$ cat config.mk
export PLATFORM = sky130hd
export DESIGN_NAME = branch_resolve_ctrl
export DESIGN_NICKNAME = d
export VERILOG_FILES = /design/src/rtl/branch_resolve_ctrl.sv
export SDC_FILE = /design/constraint.sdc
export NUM_CORES = 1
export LEC_CHECK = 0
export ABC_CLOCK_PERIOD_IN_PS = 2000
export CAP_MARGIN = 10
export CORE_UTILIZATION = 35
export DETAILED_ROUTE_END_ITERATION = 10
export PLACE_DENSITY = 0.79
export SYNTH_ARGS = -nofsm -noshare
export SYNTH_HDL_FRONTEND = slang
export SYNTH_SLANG_ARGS = --single-unit
$ cat constraint.sdc
create_clock -name clk_i -period 2 [get_ports clk_i]
set_input_delay 0.4 -clock clk_i [delete_from_list [all_inputs] [get_ports clk_i]]
set_output_delay 0.4 -clock clk_i [all_outputs]
set_load 0.01 [all_outputs]
$ cat src/rtl/branch_resolve_ctrl.sv
// Execute-stage branch resolution. It evaluates each branch condition and, on a
// mispredict, sends a redirect to fetch and then holds a fixed-length flush.
module branch_resolve_ctrl #(
  parameter int FLUSH_CYCLES = 2,
  parameter int CNT_W        = 16
) (
  input  logic             clk_i,
  input  logic             rst_ni,
  input  logic             br_valid_i,
  output logic             br_ready_o,
  input  logic [2:0]       br_funct3_i,
  input  logic             zflag_i,
  input  logic             sflag_i,
  input  logic             cflag_i,
  input  logic             br_pred_taken_i,
  input  logic [31:0]      br_pc_i,
  input  logic [31:0]      br_target_i,
  output logic             redirect_valid_o,
  input  logic             redirect_ready_i,
  output logic [31:0]      redirect_pc_o,
  output logic             flush_o,
  output logic             stall_o,
  output logic             illegal_br_o,
  output logic [CNT_W-1:0] mispredict_cnt_o,
  output logic [1:0]       state_o
);

  // Handshakes (br_valid/br_ready and redirect_valid/redirect_ready): a transfer
  // happens on a rising edge where valid and ready are both high. The source
  // holds valid and its payload stable until that edge, and never drops valid early.

  localparam logic [1:0] S_IDLE     = 2'd0;
  localparam logic [1:0] S_REDIRECT = 2'd1;
  localparam logic [1:0] S_FLUSH    = 2'd2;
  localparam logic [3:0] FLUSH_LOAD = 4'(FLUSH_CYCLES - 1);

  logic [1:0]       state_q, state_d;
  logic [3:0]       fcnt_q, fcnt_d;
  logic [31:0]      rpc_q, rpc_d;
  logic [CNT_W-1:0] cnt_q, cnt_d;
  logic             illegal_q, illegal_d;
  logic             taken, illegal_f3, accept, mispredict;
  logic [31:0]      seq_pc, correct_pc;

  always_comb begin
    taken      = 1'b0;
    illegal_f3 = 1'b0;
    case (br_funct3_i)
      3'b000:  taken = zflag_i;
      3'b001:  taken = ~zflag_i;
      3'b100:  taken = sflag_i;
      3'b101:  taken = ~sflag_i;
      3'b110:  taken = cflag_i;
      3'b111:  taken = ~cflag_i;
      default: illegal_f3 = 1'b1;
    endcase
  end

  // The fall-through address wraps modulo 2^32.
  assign seq_pc     = br_pc_i + 32'd4;
  assign correct_pc = taken ? br_target_i : seq_pc;
  assign accept     = br_valid_i & (state_q == S_IDLE);
  assign mispredict = taken ^ br_pred_taken_i;

  always_comb begin
    state_d   = state_q;
    fcnt_d    = fcnt_q;
    rpc_d     = rpc_q;
    cnt_d     = cnt_q;
    illegal_d = accept & illegal_f3;
    case (state_q)
      S_IDLE: begin
        if (accept && mispredict) begin
          rpc_d = correct_pc;
          if (cnt_q != '1) cnt_d = cnt_q + CNT_W'(1);
          state_d = S_REDIRECT;
        end
      end
      S_REDIRECT: begin
        if (redirect_ready_i) begin
          fcnt_d  = FLUSH_LOAD;
          state_d = S_FLUSH;
        end
      end
      S_FLUSH: begin
        if (fcnt_q == 4'd0) state_d = S_IDLE;
        else                fcnt_d  = fcnt_q - 4'd1;
      end
      default: state_d = S_IDLE;
    endcase
  end

  always_ff @(posedge clk_i or negedge rst_ni) begin
    if (!rst_ni) begin
      state_q   <= S_IDLE;
      fcnt_q    <= 4'd0;
      rpc_q     <= 32'd0;
      cnt_q     <= '0;
      illegal_q <= 1'b0;
    end else begin
      state_q   <= state_d;
      fcnt_q    <= fcnt_d;
      rpc_q     <= rpc_d;
      cnt_q     <= cnt_d;
      illegal_q <= illegal_d;
    end
  end

  // br_ready is held low while reset is asserted so every output reads 0 in reset.
  assign br_ready_o       = rst_ni & (state_q == S_IDLE);
  assign redirect_valid_o = (state_q == S_REDIRECT);
  assign flush_o          = (state_q == S_FLUSH);
  assign stall_o          = (state_q != S_IDLE);
  assign redirect_pc_o    = rpc_q;
  assign illegal_br_o     = illegal_q;
  assign mispredict_cnt_o = cnt_q;
  assign state_o          = state_q;

endmodule
==> impl_metrics.py <==
metrics = {
    "timing": {
        "max_freq_mhz": 511,
        "worstMarginPinSlew_ns": 0.718,
        "period_share_pct": 97.9,
        "setup_viol": 0,
        "skew_ns": 0.0109,
        "setup_tns_ns": 0,
        "fin_ws_ns": 0.0429,
        "slew_headroom_pct": 52.1,
        "whs_ns": 0.268,
        "slew_viol_final": 0,
        "finalHoldViolCount": 0,
        "rsz0062_at_grt": "true",
        "layout_min_cycle_time_ns": 1.96,
    },
    "final_layout": {
        "final_common_cell": "clkdlybuf4s50_1",
        "final_cell_mix": "clkdlybuf4s50_1, buf_4, dfrtp_1",
        "stdcell_count": 684,
        "area.growth.synth_to_final_pct": 65.3,
        "layout-drive-gt1-share_pct": 23.6,
        "antenna_cells": 0,
        "fin_nets": 632,
    },
    "place": {
        "pre_cts_slack_ns": -0.685,
        "port_buffers": 129,
        "dp_hpwl_um": 8190,
        "place_inst": 661,
        "place_congestion": 0.888,
    },
    "routing": {
        "viasPerCell": 5.35,
        "drt_wl_total_um": 11300,
        "post_drt_wl_per_cell_um": 16.5,
        "drtIter0Drc": 173,
        "ant_nets": 0,
        "drc_errors": 0,
        "firstDrtPassIters": 5,
        "vias": 3660,
    },
    "critical_path": {
        "critPathKind": "in -> reg",
        "path_max_fanout": 5,
        "r2r-start": "state_o[0]$_DFFE_PN0P_",
        "worstPathArrival_ns": 2.15,
        "ff2ff_setup_slack_ns": 0.07,
        "end_kind": "flip-flop",
        "crit_required_ns": 2.19,
        "rr_worst_depth": 6,
        "startpoint_type": "primary input",
        "rr_endpoint": "redirect_pc_o[14]$_DFFE_PN0P_",
    },
    "global_route": {
        "grt_overflow": 0,
        "grt_start_max_net_pins": 56,
        "grt_antenna_before_repair": 0,
        "grt_first_pass_wirelength_um": 17700,
        "grt_pass1_vias": 3672,
        "grt_usage_pct": 22.1,
    },
    "power": {
        "switching_share_pct": 35.0,
        "power_leakage_uw": 0.00246,
        "p_seq_share_pct": 36.5,
        "switchingPower_uw": 1740,
        "p_int_uw": 3240,
        "power_frac_clock_pct": 12.3,
        "power.density_nw_per_um2": 892,
        "p_comb_share_pct": 51.2,
        "ir_drop_mv": 0.598,
    },
    "logic_synthesis": {
        "synthFlopType": "dfrtp_1",
        "synth_cell_type_count": 50,
        "yosys_warnings": 0,
        "syn_area_per_cell_um2": 9.34,
        "synth_edf_count": 0,
        "seq_area_frac_synth_pct": 40.7,
        "ys_seq_elements": 55,
        "async_flop_share_pct": 100,
        "synth_nets": 440,
        "syn_inst": 362,
        "syn_area_um2": 3380,
    },
    "worst_hold_path": {
        "min_path_type": "in -> async",
    },
    "floorplan": {
        "die_w_um": 100,
        "die_area_um2": 10100,
        "core_area_um2": 9280,
        "io-pin-count": 130,
        "rows": 35,
        "die_h_um": 100,
        "start_util_pct": 36.4,
    },
    "run": {
        "drv_cap": 0,
    },
    "clock_tree": {
        "h-tree-depth": 2,
        "clk_latency_ns": 0.30,
        "cts_tree": "yes",
        "cts-buffers-inserted": 5,
        "cts_hold_buf": 0,
        "cts-root-buf": "clkbuf_8",
        "clk_pin_slew_ns": 0.10,
        "clock_sink_count": 55,
        "clock_path_buffers": 2,
    },
    "outcome": {
        "status": "completed",
    },
}
[Yosys cell counts, types with 4 or more instances]
| cell | number | share of area (%) |
|---|---|---|
| nand3_1 | 15 | 2.2 |
| inv_1 | 17 | 1.9 |
| xnor2_1 | 12 | 3.1 |
| buf_6 | 4 | 1.3 |
| nor2_1 | 28 | 3.1 |
| mux2i_1 | 4 | 1.2 |
| nand2_1 | 16 | 1.8 |
| mux2_1 | 7 | 2.3 |
| xor2_1 | 24 | 6.2 |
| o21ai_1 | 8 | 1.2 |
| buf_2 | 4 | 0.59 |
| a31oi_1 | 6 | 1.1 |
| nor4_2 | 4 | 1.5 |
| o22ai_1 | 6 | 1.1 |
| clkbuf_1 | 10 | 1.1 |
| or3_1 | 7 | 1.3 |
| nor4_1 | 11 | 2.0 |
| o31a_1 | 5 | 1.3 |
| nor3_1 | 11 | 1.6 |
| mux2_2 | 4 | 1.3 |
| a221o_1 | 8 | 2.4 |
| o21ai_0 | 29 | 4.3 |
| dfrtp_1 | 55 | 41 |
| o41ai_1 | 5 | 1.3 |
| nand4_1 | 11 | 2.0 |
| a21oi_1 | 11 | 1.6 |
[per-layer routing]
layer / GRT usage [%] / share of wire [%] / vias up
li1: - / - / 1724
met1: 27.1 / 39 / 1776
met2: 40.4 / 52 / 144
met3: 3.62 / 6.8 / 16
met4: 5.24 / 1.7 / 0
met5: 0 / 0 / -
[cell type report]
| class | count | area [um^2] |
|---|---|---|
| clock inverters | 2 | 12.5 |
| clock buffers | 6 | 72.6 |
| inverters | 17 | 63.8 |
| repair buffers | 204 | 1920 |
| multi-input cells | 271 | 1980 |
| well taps | 129 | 161 |
| fillers | 782 | 3700 |
| flip-flops and latches | 55 | 1380 |
[power by group through the flow]
stage          sequential, uW  combinational, uW  clock, uW
2_1_floorplan            1960                807          0
3_3_place_gp             1820               2320          0
3_5_place_dp             1830               2390          0
4_1_cts                  1820               2510        634
5_1_grt                  1870               2750        669
6_report                 1820               2550        614
[stage by stage]
stage                     utilization [%]  instance area, um^2  power (uW)
final                                60.2                 5590        4980
after global routing                 60.2                 5590        5290
after floorplan                         -                 3400        2770
after CTS                            59.2                 5490        4960
after global placement               56.2                 5220        4140
after detailed placement             56.2                 5220        4220
[critical path, cell delays in order]
cell and delay, ns:
clkdlybuf4s50_1 0.50, o311ai_1 0.10, a211o_1 0.34, or2_4 0.31
buf_16 0.16, a221o_1 0.33
[logic make-up after synthesis]
kind of cell | after synthesis | share of synthesized area [%]
adders and majority gates | 3 | 1.11
xor gates and xnor gates | 36 | 9.33
AOI/OAI and AO/OA | 88 | 17.0
buffers and inverters | 36 | 5.03
and+or+nand+nor | 129 | 21.9
muxes | 15 | 4.85
DFF | 55 | 40.7
[how the worst max path moves through the flow]
stage,startpoint,to,slack [ns],cells past startpoint
final,br_valid_i,redirect_pc_o[14]$_DFFE_PN0P_,0.04,6
after floorplan,br_funct3_i[0],redirect_pc_o[10]$_DFFE_PN0P_,0.003,7
after global routing,state_o[0]$_DFFE_PN0P_,redirect_pc_o[20]$_DFFE_PN0P_,-0.02,6
after global placement,br_funct3_i[0],redirect_pc_o[15]$_DFFE_PN0P_,-0.55,7
after detailed placement,br_funct3_i[0],redirect_pc_o[15]$_DFFE_PN0P_,-0.69,7
after CTS,br_pc_i[17],redirect_pc_o[28]$_DFFE_PN0P_,0.006,8
[sequential cells by signal, summed over array words and instances (netlist names)]
| signal | count |
|---|---|
| fcnt_q | 4 |
| mispredict_cnt_o | 16 |
| redirect_pc_o | 32 |
| state_o | 2 |
| illegal_br_o | 1 |
[timing repair]
| action | in CTS | in global routing |
|---|---|---|
| setup buffers | 9 | 3 |
| setup endpoints to repair | 48 | 20 |
| pin swaps | 23 | 10 |
| gates resized for setup | 64 | 35 |
| gates cloned | 2 | 1 |
Note: power is estimated with default switching activity, not from simulation.
